File: src/rtl/ram_in_loader.sv
// ram_in_loader: byte stream to 32x8 input RAM frame loader.
// Pads short frames, starts the converter and waits for its done.
module ram_in_loader #(
  parameter int FRAME_BYTES  = 32,
  parameter int ADDR_W       = 5,
  parameter int DRAIN_CYCLES = 2,
  parameter int CNT_W        = 8
) (
  input  logic              clk,
  input  logic              rst,
  input  logic              s_valid,
  input  logic [7:0]        s_data,
  input  logic              s_last,
  output logic              s_ready,
  output logic              ram_in_we,
  output logic [ADDR_W-1:0] ram_in_addr_wr,
  output logic [7:0]        ram_in_data_wr,
  output logic              opmode_out,
  input  logic              done_in,
  output logic              busy,
  output logic              frame_err,
  output logic [CNT_W-1:0]  frame_cnt
);

  typedef enum logic [2:0] {
    LOAD,
    PAD,
    FLUSH,
    START,
    WAIT_CLR,
    WAIT_DONE,
    DRAIN
  } state_t;

  localparam logic [ADDR_W-1:0] LAST_IDX =
    ADDR_W'(FRAME_BYTES - 1);
  localparam logic [3:0] DRAIN_LAST =
    4'(DRAIN_CYCLES - 1);

  state_t            state;
  logic [ADDR_W-1:0] idx;
  logic [ADDR_W-1:0] idx_nxt;
  logic [3:0]        drain_cnt;
  logic              run_q;
  logic              accept;
  logic              at_end;

  // run_q keeps s_ready low on the reset cycles themselves
  assign s_ready = run_q && (state == LOAD);
  assign accept  = s_valid && s_ready;
  assign at_end  = (idx == LAST_IDX);
  assign idx_nxt = at_end ? '0 : idx + ADDR_W'(1);

  // Frame sequencer with registered RAM port and status outputs
  always_ff @(posedge clk) begin
    if (rst) begin
      state          <= LOAD;
      idx            <= '0;
      drain_cnt      <= '0;
      run_q          <= 1'b0;
      ram_in_we      <= 1'b0;
      ram_in_addr_wr <= '0;
      ram_in_data_wr <= '0;
      opmode_out     <= 1'b0;
      busy           <= 1'b0;
      frame_err      <= 1'b0;
      frame_cnt      <= '0;
    end else begin
      run_q      <= 1'b1;
      ram_in_we  <= 1'b0;
      opmode_out <= 1'b0;
      frame_err  <= 1'b0;
      unique case (state)
        LOAD: begin
          if (accept) begin
            ram_in_we      <= 1'b1;
            ram_in_addr_wr <= idx;
            ram_in_data_wr <= s_data;
            idx            <= idx_nxt;
            busy           <= 1'b1;
            if (at_end) begin
              state     <= FLUSH;
              frame_err <= !s_last;
            end else if (s_last) begin
              state     <= PAD;
              frame_err <= 1'b1;
            end
          end
        end
        PAD: begin
          ram_in_we      <= 1'b1;
          ram_in_addr_wr <= idx;
          ram_in_data_wr <= 8'h00;
          idx            <= idx_nxt;
          if (at_end) begin
            state <= FLUSH;
          end
        end
        FLUSH: begin
          opmode_out <= 1'b1;
          state      <= START;
        end
        START: begin
          state <= WAIT_CLR;
        end
        WAIT_CLR: begin
          if (!done_in) begin
            state <= WAIT_DONE;
          end
        end
        WAIT_DONE: begin
          if (done_in) begin
            state     <= DRAIN;
            drain_cnt <= '0;
          end
        end
        DRAIN: begin
          if (drain_cnt == DRAIN_LAST) begin
            state     <= LOAD;
            idx       <= '0;
            busy      <= 1'b0;
            drain_cnt <= '0;
            frame_cnt <= frame_cnt + CNT_W'(1);
          end else begin
            drain_cnt <= drain_cnt + 4'd1;
          end
        end
        default: begin
          state <= LOAD;
        end
      endcase
    end
  end

endmodule

File: config.mk
export PLATFORM = sky130hd
export DESIGN_NAME = ram_in_loader
export DESIGN_NICKNAME = d
export VERILOG_FILES = /design/src/rtl/ram_in_loader.sv
export SDC_FILE = /design/constraint.sdc
export NUM_CORES = 1
export LEC_CHECK = 0
export CAP_MARGIN = 15
export CORE_MARGIN = 2
export CORE_UTILIZATION = 52
export CTS_BUF_LIST = sky130_fd_sc_hd__clkbuf_4
export DETAILED_ROUTE_END_ITERATION = 10
export PLACE_DENSITY_LB_ADDON = 0.3
export SYNTH_ARGS = -nofsm -noshare
export SYNTH_HDL_FRONTEND = slang
export SYNTH_SLANG_ARGS = --single-unit
File: constraint.sdc
create_clock -name clk -period 2.55 [get_ports clk]
set_input_delay 0.3825 -clock clk [delete_from_list [all_inputs] [get_ports clk]]
set_output_delay 0.3825 -clock clk [all_outputs]
set_load 0.005 [all_outputs]
==> results.yml <==
sta:
  final-max-slew-violation-count: 0
  finalCritPeriodShare: 0.872
  worst_slew_pin_slew_ps: 600
  period_minus_slack_ps: 2220
  timing.final.setup_violations: 0
  final.setup.tns_ps: 0
  rsz_0062_raised_after_global_routing: "no"
  clock-skew-final_ps: 9.48
  achievable-frequency_mhz: 450
  max-slew-margin-rel: 0.597
  number_of_failing_hold_endpoints_at_the_final_stage: 0
finish:
  syn_to_final_growth_pct: 25.1
  final_design_area_no_fill_um2: 2300
  finalNonFillerCells: 296
  antennaDiodeCount: 0
  nNetsFinal: 268
  n_fill_cell: 307
  drive_above_1_share: 0.0840
logic_synthesis:
  synthTopCellsByArea: "dfxtp_1 (41%), nand3_1 (6.3%), a21oi_1 (6.0%)"
  yosysTopAreaCell: "dfxtp_1"
  postSynth.topFlopCell: "dfxtp_1"
  synth-async-reset-ratio: 0
  netlist_top_cells_count: "dfxtp_1 (38), nand3_1 (23), a21oi_1 (22)"
  postSynthNetCount: 233
  postSynthRegisterBits: 38
  synthesis.instances: 214
  synth_enable_flop_cells: 0
  sequential_to_total_area_share_from_yosys_stat: 0.414
  synth_top_area_frac: 0.414
  yosysWarningCount: 0
  synthesis.area_um2: 1840
  postSynthAreaPerCell_um2: 8.59
  synthMostInstantiatedCell: "dfxtp_1"
  synth.distinct_cells: 47
place:
  port_buffer_count: 38
  place_congestion: 0.842
  placement_stage_cell_area_um2: 2240
  cells_after_dpl: 288
  place.detailed.hpwl_mm: 2.91
drt:
  antenna_left: 0
  average_wire_per_cell_in_the_routed_design_um: 14.1
  drt_drc_violations_left: 0
  detailedRoute.firstPassIterationCount: 4
  vias_per_cell: 5.75
  drt-initial-drc-count: 85
  finalWirelength_mm: 4.16
  route.vias.total: 1702
die:
  die_h_um: 63.5
  floorplan.initialDensity: 0.547
  rows: 21
  floorplan.die_area_um2: 4030
  design.core.area_um2: 3360
  floorplan.die.width_um: 63.5
  io_pins: 39
critical_path:
  cp_max_fo: 16
  critical_path_class: "reg2out"
  timing.critical_path.to_type: "output port"
  cp_data_required_time_ps: 2170
  arrival_time_at_the_worst_endpoint_ps: 1840
  worstSetupStartpointType: "flip-flop"
pwr:
  irDropWorstVdd_mv: 0.259
  power_density_nw_per_um2: 455
  total_leakage_power_nw: 0.800
  post-layout-total-power_mw: 1.04
  p_comb_frac: 0.111
  switchingPower_mw: 0.261
  p_seq_frac: 0.595
  p_int_mw: 0.784
  swShare: 0.250
  p_clk_frac: 0.294
clock_tree:
  root_buffer: "clkbuf_4"
  cts.sink_count: 38
  clock_tree.buffer_depth: 2
  tritoncts.num_buffers: 5
  clock_latency_ps: 350
  number_of_levels_in_the_clock_h_tree: 2
  path_clk_slew_ps: 110
  post_cts_hold_buffer_count: 0
  cts_tree: "built"
  postCtsSetupRepairBufs: 0
  cts-resized-gates: 0
global_route:
  global_route_wire_length_before_repair_mm: 7.10
  groute.usage.overall: 0.223
  grt.overflow.total: 0
  antenna_found_initial: 0
  first_global_vias: 1562
  largest_net_degree_at_the_start_of_global_routing: 28
status:
  status: "finished clean"
flow_run:
  drv.max_cap_violation_count: 0
min_path:
  holdCritPathClass: "reg2reg"
## kinds of logic after synthesis
| group | Yosys count | synth area share |
|---|---|---|
| compound gates | 64 | 0.210 |
| fa+ha+maj | 6 | 0.0408 |
| buf+inv | 27 | 0.0619 |
| flops | 38 | 0.414 |
| mux | 3 | 0.0184 |
| simple gates | 76 | 0.255 |
## routing by layer
layer | GRT usage | part of all wire | vias up
met4 | 0.0897 | 0.014 | 0
met3 | 0.0518 | 0.046 | 7
met5 | 0 | 0 | -
met1 | 0.286 | 0.45 | 791
met2 | 0.361 | 0.49 | 36
li1 | - | - | 868
## final cells by class
type	count	area (µm²)	area share
Sequential cell	38	761	0.331
Multi-Input combinational cell	149	963	0.419
Clock inverter	2	8.76	0.00381
Clock buffer	6	45.0	0.0196
Inverter	12	45.0	0.0196
Timing Repair Buffer	43	418	0.182
Tap cell	46	57.6	0.0250
## placed cells by master (no fill, tap or decap), types with 5 or more instances in the layout
| cell type | n |
|---|---|
| buf_4 | 5 |
| clkbuf_4 | 6 |
| ha_1 | 6 |
| nor2_1 | 7 |
| nand3_1 | 23 |
| clkdlybuf4s50_1 | 38 |
| nand4b_1 | 5 |
| inv_1 | 11 |
| o21ai_0 | 20 |
| dfxtp_1 | 38 |
| a21oi_1 | 22 |
| nand2_1 | 6 |
## worst max-delay path: stages (launching register included)
cell             delay (ps)
dfxtp_1                 470
nor3_2                  220
buf_4                   180
and2_1                  130
clkdlybuf4s50_1         500
## power groups by stage
| stage | Clock (mW) | Combinational (mW) | Sequential, mW |
|---|---|---|---|
| 4_1_cts | 0.314 | 0.117 | 0.622 |
| 3_3_place_gp | 0 | 0.115 | 0.635 |
| 3_5_place_dp | 0 | 0.117 | 0.636 |
| 5_1_grt | 0.340 | 0.128 | 0.626 |
| 6_report | 0.307 | 0.116 | 0.622 |
| 2_1_floorplan | 0 | 0.0605 | 0.632 |
## flip-flops by register name (all words and copies together), names as in the netlist
name            flops
opmode_out          1
idx                 5
ram_in_addr_wr      5
state               3
run_q               1
drain_cnt           4
ram_in_we           1
frame_err           1
ram_in_data_wr      8
frame_cnt           8
busy                1
## through the flow
step | util | setup slack, ps | hold slack [ps]
floorplan | - | 689 | 461
global placement | 0.667 | 583 | 461
detailed placement | 0.667 | 414 | 466
CTS | 0.683 | 315 | 481
global route | 0.683 | 188 | 514
finish | 0.683 | 326 | 479
## final timing paths
kind,slack (ps),to,startpoint,cells past startpoint
worst max-delay path,330,s_ready,state[0]$_SDFFE_PP0P_,4
worst max register to register,420,state[1]$_SDFFE_PP0P_,idx[0]$_SDFFE_PP0P_,8
worst min-delay path,480,ram_in_data_wr[0]$_SDFFE_PP0P_,ram_in_data_wr[0]$_SDFFE_PP0P_,2
worst min register to register,480,ram_in_data_wr[0]$_SDFFE_PP0P_,ram_in_data_wr[0]$_SDFFE_PP0P_,2
(Power assumes the default switching activity.)
==> patch 1, RTL diff (same flow settings) <==
`FRAME_BYTES`: 32 -> 16.
--- a/src/rtl/ram_in_loader.sv
+++ b/src/rtl/ram_in_loader.sv
@@ -1,7 +1,7 @@
 // ram_in_loader: byte stream to 32x8 input RAM frame loader.
 // Pads short frames, starts the converter and waits for its done.
 module ram_in_loader #(
-  parameter int FRAME_BYTES  = 32,
+  parameter int FRAME_BYTES  = 16,
   parameter int ADDR_W       = 5,
   parameter int DRAIN_CYCLES = 2,
   parameter int CNT_W        = 8
Formal check against the unedited RTL: same outputs for any inputs over 10 cycles, from zero or initial values and one cycle with rst high; that may be too few to reach the edited logic, so the function may still have changed.
==> patch 1 against the original RTL <==
Combinational power rose by 14%; worst setup slack lost 180 ps; wire length fell by 8.2%; total power increased by 0.51%; critical path depth is 1 lower; utilization is 1.3 points higher; area after synthesis shrank 9.6%; design area decreased by 7.5%; sequential cell count stayed put.
==> patch 1: results (changes against the original RTL) <==
* Switching Share at 26.0% (+1.0 points)
* Worst skew pair latency at 350 ps (about the same)
* DRC at 0 (unchanged)
* Final WS setup at 151 ps (-175 ps)
* Routed Wire Length at 3.82 mm (-8.2%)
* Yosys top cell area share at 45.8% (+4.4 points)
* Iteration-0 DRC Markers at 73 (-14%)
* Layout cell share with drive strength beyond 1 at 6.11% (-2.3 points)
* Cell Area, Placed at 2080 um2 (-7.5%)
* Max stage delay on crit path at 580 ps (+80 ps)
* # nets final at 246 (-8.2%)
* Worst-Margin Slew at 470 ps (-129 ps)
* Unique masters post-synth at 34 (-28%)
* Post-CTS Repair Setup Buffers at 0 (unchanged)
* Sequential fraction of the synthesis area at 45.8% (+4.4 points)
* First-pass GRT wire length at 6.47 mm (-8.8%)
* Commonest cells in the netlist: dfxtp_1, a21oi_1, nor2_1
* P_comb at 0.000132 W (+14%)
* Pre-CTS setup slack at 375 ps (-39.8 ps)
* GRT Total Usage at 23.9% (+1.6 points)
* RePlAce Congestion at 0.844 (+0.21%)
* Leak Pwr at 0.776 nW (-3.0%)
* Largest net degree at the start of global routing at 31 (+11%)
* Crit Path Max Fanout at 13 (-3)
* CP Launch Point: state[2]$_SDFFE_PP0P_
* Dpl hpwl at 2.70 mm (-7.3%)
* Sw Pwr at 0.000273 W (+4.6%)
* R2R cell count at 8 (unchanged)
* Worst Clk Skew at 8.58 ps (-0.909 ps)
* Antenna cells at 0 (unchanged)
* CP arrival at 2020 ps (+180 ps)
* Syn avg cell area at 8.79 um2 (+2.4%)
* Outcome: finished clean
* Syn Nets at 207 (-11%)
* Fillers at 270 (-12%)
* Biggest regs: frame_cnt (8), ram_in_data_wr (8)
* Vias at 1,500 (-12%)
* Clock network power at 0.000292 W (-5%)
* Clock transition at the registers of the reported paths at 110 ps (about the same)
* Max VDD drop at 0.000417 V (+61%)
* Worst path slowest cell: clkdlybuf4s50_1
* Hold crit path type: flip-flop to flip-flop
* Drt wl/cell at 14.0 um (-0.43%)
* Critical path's top delay family: simple AND/OR/NAND/NOR gates
* R2r setup slk at 340 ps (-80 ps)
* Vias in the first global route at 1,448 (-7.3%)
* Synth area leaders: dfxtp_1, a21oi_1, nand3_1
[patch 1: logic make-up (layout without fill, tap and decap cells)]
family,count (synthesis),after routing,share of synthesized area [%]
muxes,7,7,4.22
adders and majority gates,5,5,3.77
xor gates and xnor gates,7,7,3.69
buffers and inverters,16,56,4.37
AOI/OAI and AO/OA,35,35,11.7
DFF,38,38,45.8
and+or+nand+nor,81,81,26.4
[patch 1: metal layers]
layer	track usage, %	up-vias	wire length, um
li1	-	742	-
met1	28.5	707	1680
met2	39.9	43	1900
met3	8.32	8	176
met4	8.70	0	68
met5	0	-	0
[patch 1: cell type report]
type | count | area (um2) | share of cell area, %
Timing Repair Buffer | 42 | 410 | 19.3
Inverter | 6 | 22.5 | 1.06
Clock buffer | 5 | 37.5 | 1.77
Multi-Input combinational cell | 135 | 828 | 39.0
Sequential cell | 38 | 761 | 35.8
Tap cell | 44 | 55.1 | 2.59
Clock inverter | 3 | 11.3 | 0.530
[patch 1: worst min-delay path by stage]
stage / from / to / slack [ps] / cells after the start
detailed placement: ram_in_data_wr[3]$_SDFFE_PP0P_ / ram_in_data_wr[3]$_SDFFE_PP0P_ / 460 / 2
floorplan: drain_cnt[3]$_SDFFE_PP0P_ / drain_cnt[3]$_SDFFE_PP0P_ / 440 / 1
CTS: ram_in_data_wr[3]$_SDFFE_PP0P_ / ram_in_data_wr[3]$_SDFFE_PP0P_ / 470 / 2
global route: ram_in_data_wr[6]$_SDFFE_PP0P_ / ram_in_data_wr[6]$_SDFFE_PP0P_ / 500 / 2
global placement: ram_in_data_wr[6]$_SDFFE_PP0P_ / ram_in_data_wr[6]$_SDFFE_PP0P_ / 440 / 2
finish: ram_in_data_wr[3]$_SDFFE_PP0P_ / ram_in_data_wr[3]$_SDFFE_PP0P_ / 470 / 2
==> patch 2, RTL diff (same settings) <==
Made on the original files. Re-encode `state_t` (7 states) as one-hot, 7 bits wide.
--- a/src/rtl/ram_in_loader.sv
+++ b/src/rtl/ram_in_loader.sv
@@ -22,14 +22,14 @@
   output logic [CNT_W-1:0]  frame_cnt
 );
 
-  typedef enum logic [2:0] {
-    LOAD,
-    PAD,
-    FLUSH,
-    START,
-    WAIT_CLR,
-    WAIT_DONE,
-    DRAIN
+  typedef enum logic [6:0] {
+    LOAD      = 7'b0000001,
+    PAD       = 7'b0000010,
+    FLUSH     = 7'b0000100,
+    START     = 7'b0001000,
+    WAIT_CLR  = 7'b0010000,
+    WAIT_DONE = 7'b0100000,
+    DRAIN     = 7'b1000000
   } state_t;
 
   localparam logic [ADDR_W-1:0] LAST_IDX =
Behaviour: no difference found for any inputs over 10 cycles, from zero or initial values and one cycle with rst high; not proved beyond that.
==> patch 2 against the original RTL <==
Die area is 4.8% higher; wire length down 1.8%; area after synthesis grew 5.1%; worst setup slack worse by 210 ps; sequential cell count increased by 4; first-iteration DRC count increased by 39%; design area up 6.3%; synthesized cell count shrank 0.47%; global-route usage decreased by 0.97 points; cell count grew 2.4%; critical path depth unchanged.
Power is not compared: it rests on default switching activity, and its combinational part moved more than twofold at a synthesized area within 25%.
==> patch 2: results (changes against the original RTL) <==
* Vias at 1,681 (-1.2%)
* Drt wl/cell at 13.5 um (-4.0%)
* RePlAce Congestion at 0.914 (+8.5%)
* R2R cell count at 9 (+1)
* Vias in the first global route at 1,579 (+1.1%)
* Multiplexer area fraction after synthesis at 9.33% (+7.5 points)
* Crit Path Max Fanout at 7 (-9)
* Dpl hpwl at 2.92 mm (+0.40%)
* Unique masters post-synth at 43 (-8.5%)
* R2r endpoint: state[2]$_SDFFE_PP0P_
* CP Launch Point: state[6]$_SDFFE_PP0P_
* Post-synthesis adder-cell area fraction at 3.89% (-0.20 points)
* M1 WL at 1.86 mm (-1.1%)
* Hold Path End: busy$_SDFFE_PP0P_
* Synth area leaders: dfxtp_1, mux2i_1, nor2_1
* Synth Area in XOR/XNOR at 3.17% (+3.2 points)
* Inst Count DP at 295 (+2.4%)
* Largest net degree at the start of global routing at 25 (-11%)
* GRT Total Usage at 21.3% (-0.97 points)
* Iteration-0 DRC Markers at 118 (+39%)
* Critical path's top delay family: simple AND/OR/NAND/NOR gates
* Routed Wire Length at 4.09 mm (-1.8%)
* Biggest regs: frame_cnt (8), ram_in_data_wr (8), state (7)
* Met2 usage at 33.5% (-2.5 points)
* Routing usage on met3 at 6.08% (+0.90 points)
* First-pass GRT wire length at 7.02 mm (-1.1%)
* Pre-CTS setup slack at 271 ps (-144 ps)
* Fmax at 411 MHz (-8.6%)
* Met2 WL at 1.86 mm (-8.5%)
* Outcome: finished clean
patch 2: changes by cell type after synthesis, sizes merged, moves of 4 or more:
cell	unedited run	this run
a21oi	22	10
dfxtp	38	42
inv	11	5
mux2i	0	18
nand2	6	11
nand3	23	5
nor2	7	36
o21ai	21	9
xor2	0	5
patch 2: cells by family (layout without fill, tap and decap cells):
family                   after synthesis  after routing
AO/OA/AOI/OAI                         35             35
buffers and inverters                 15             57
AND/OR/NAND/NOR                       90             90
adder cells (fa/ha/maj)                6              6
flip-flops                            42             42
multiplexers                          18             18
XOR/XNOR                               7              7
patch 2: repair_timing:
action                                  CTS  global route
endpoints found under the setup margin    1             2
pin swaps                                 0             0
gates resized for setup                   1             3
gates cloned                              0             0
patch 2: final cells by class:
type	count	area, um2
inverters	5	18.8
clock buffers	5	37.5
well taps	48	60.1
repair buffers	44	425
flip-flops and latches	42	841
clock inverters	3	16.3
multi-input cells	156	1040
fillers	298	1160
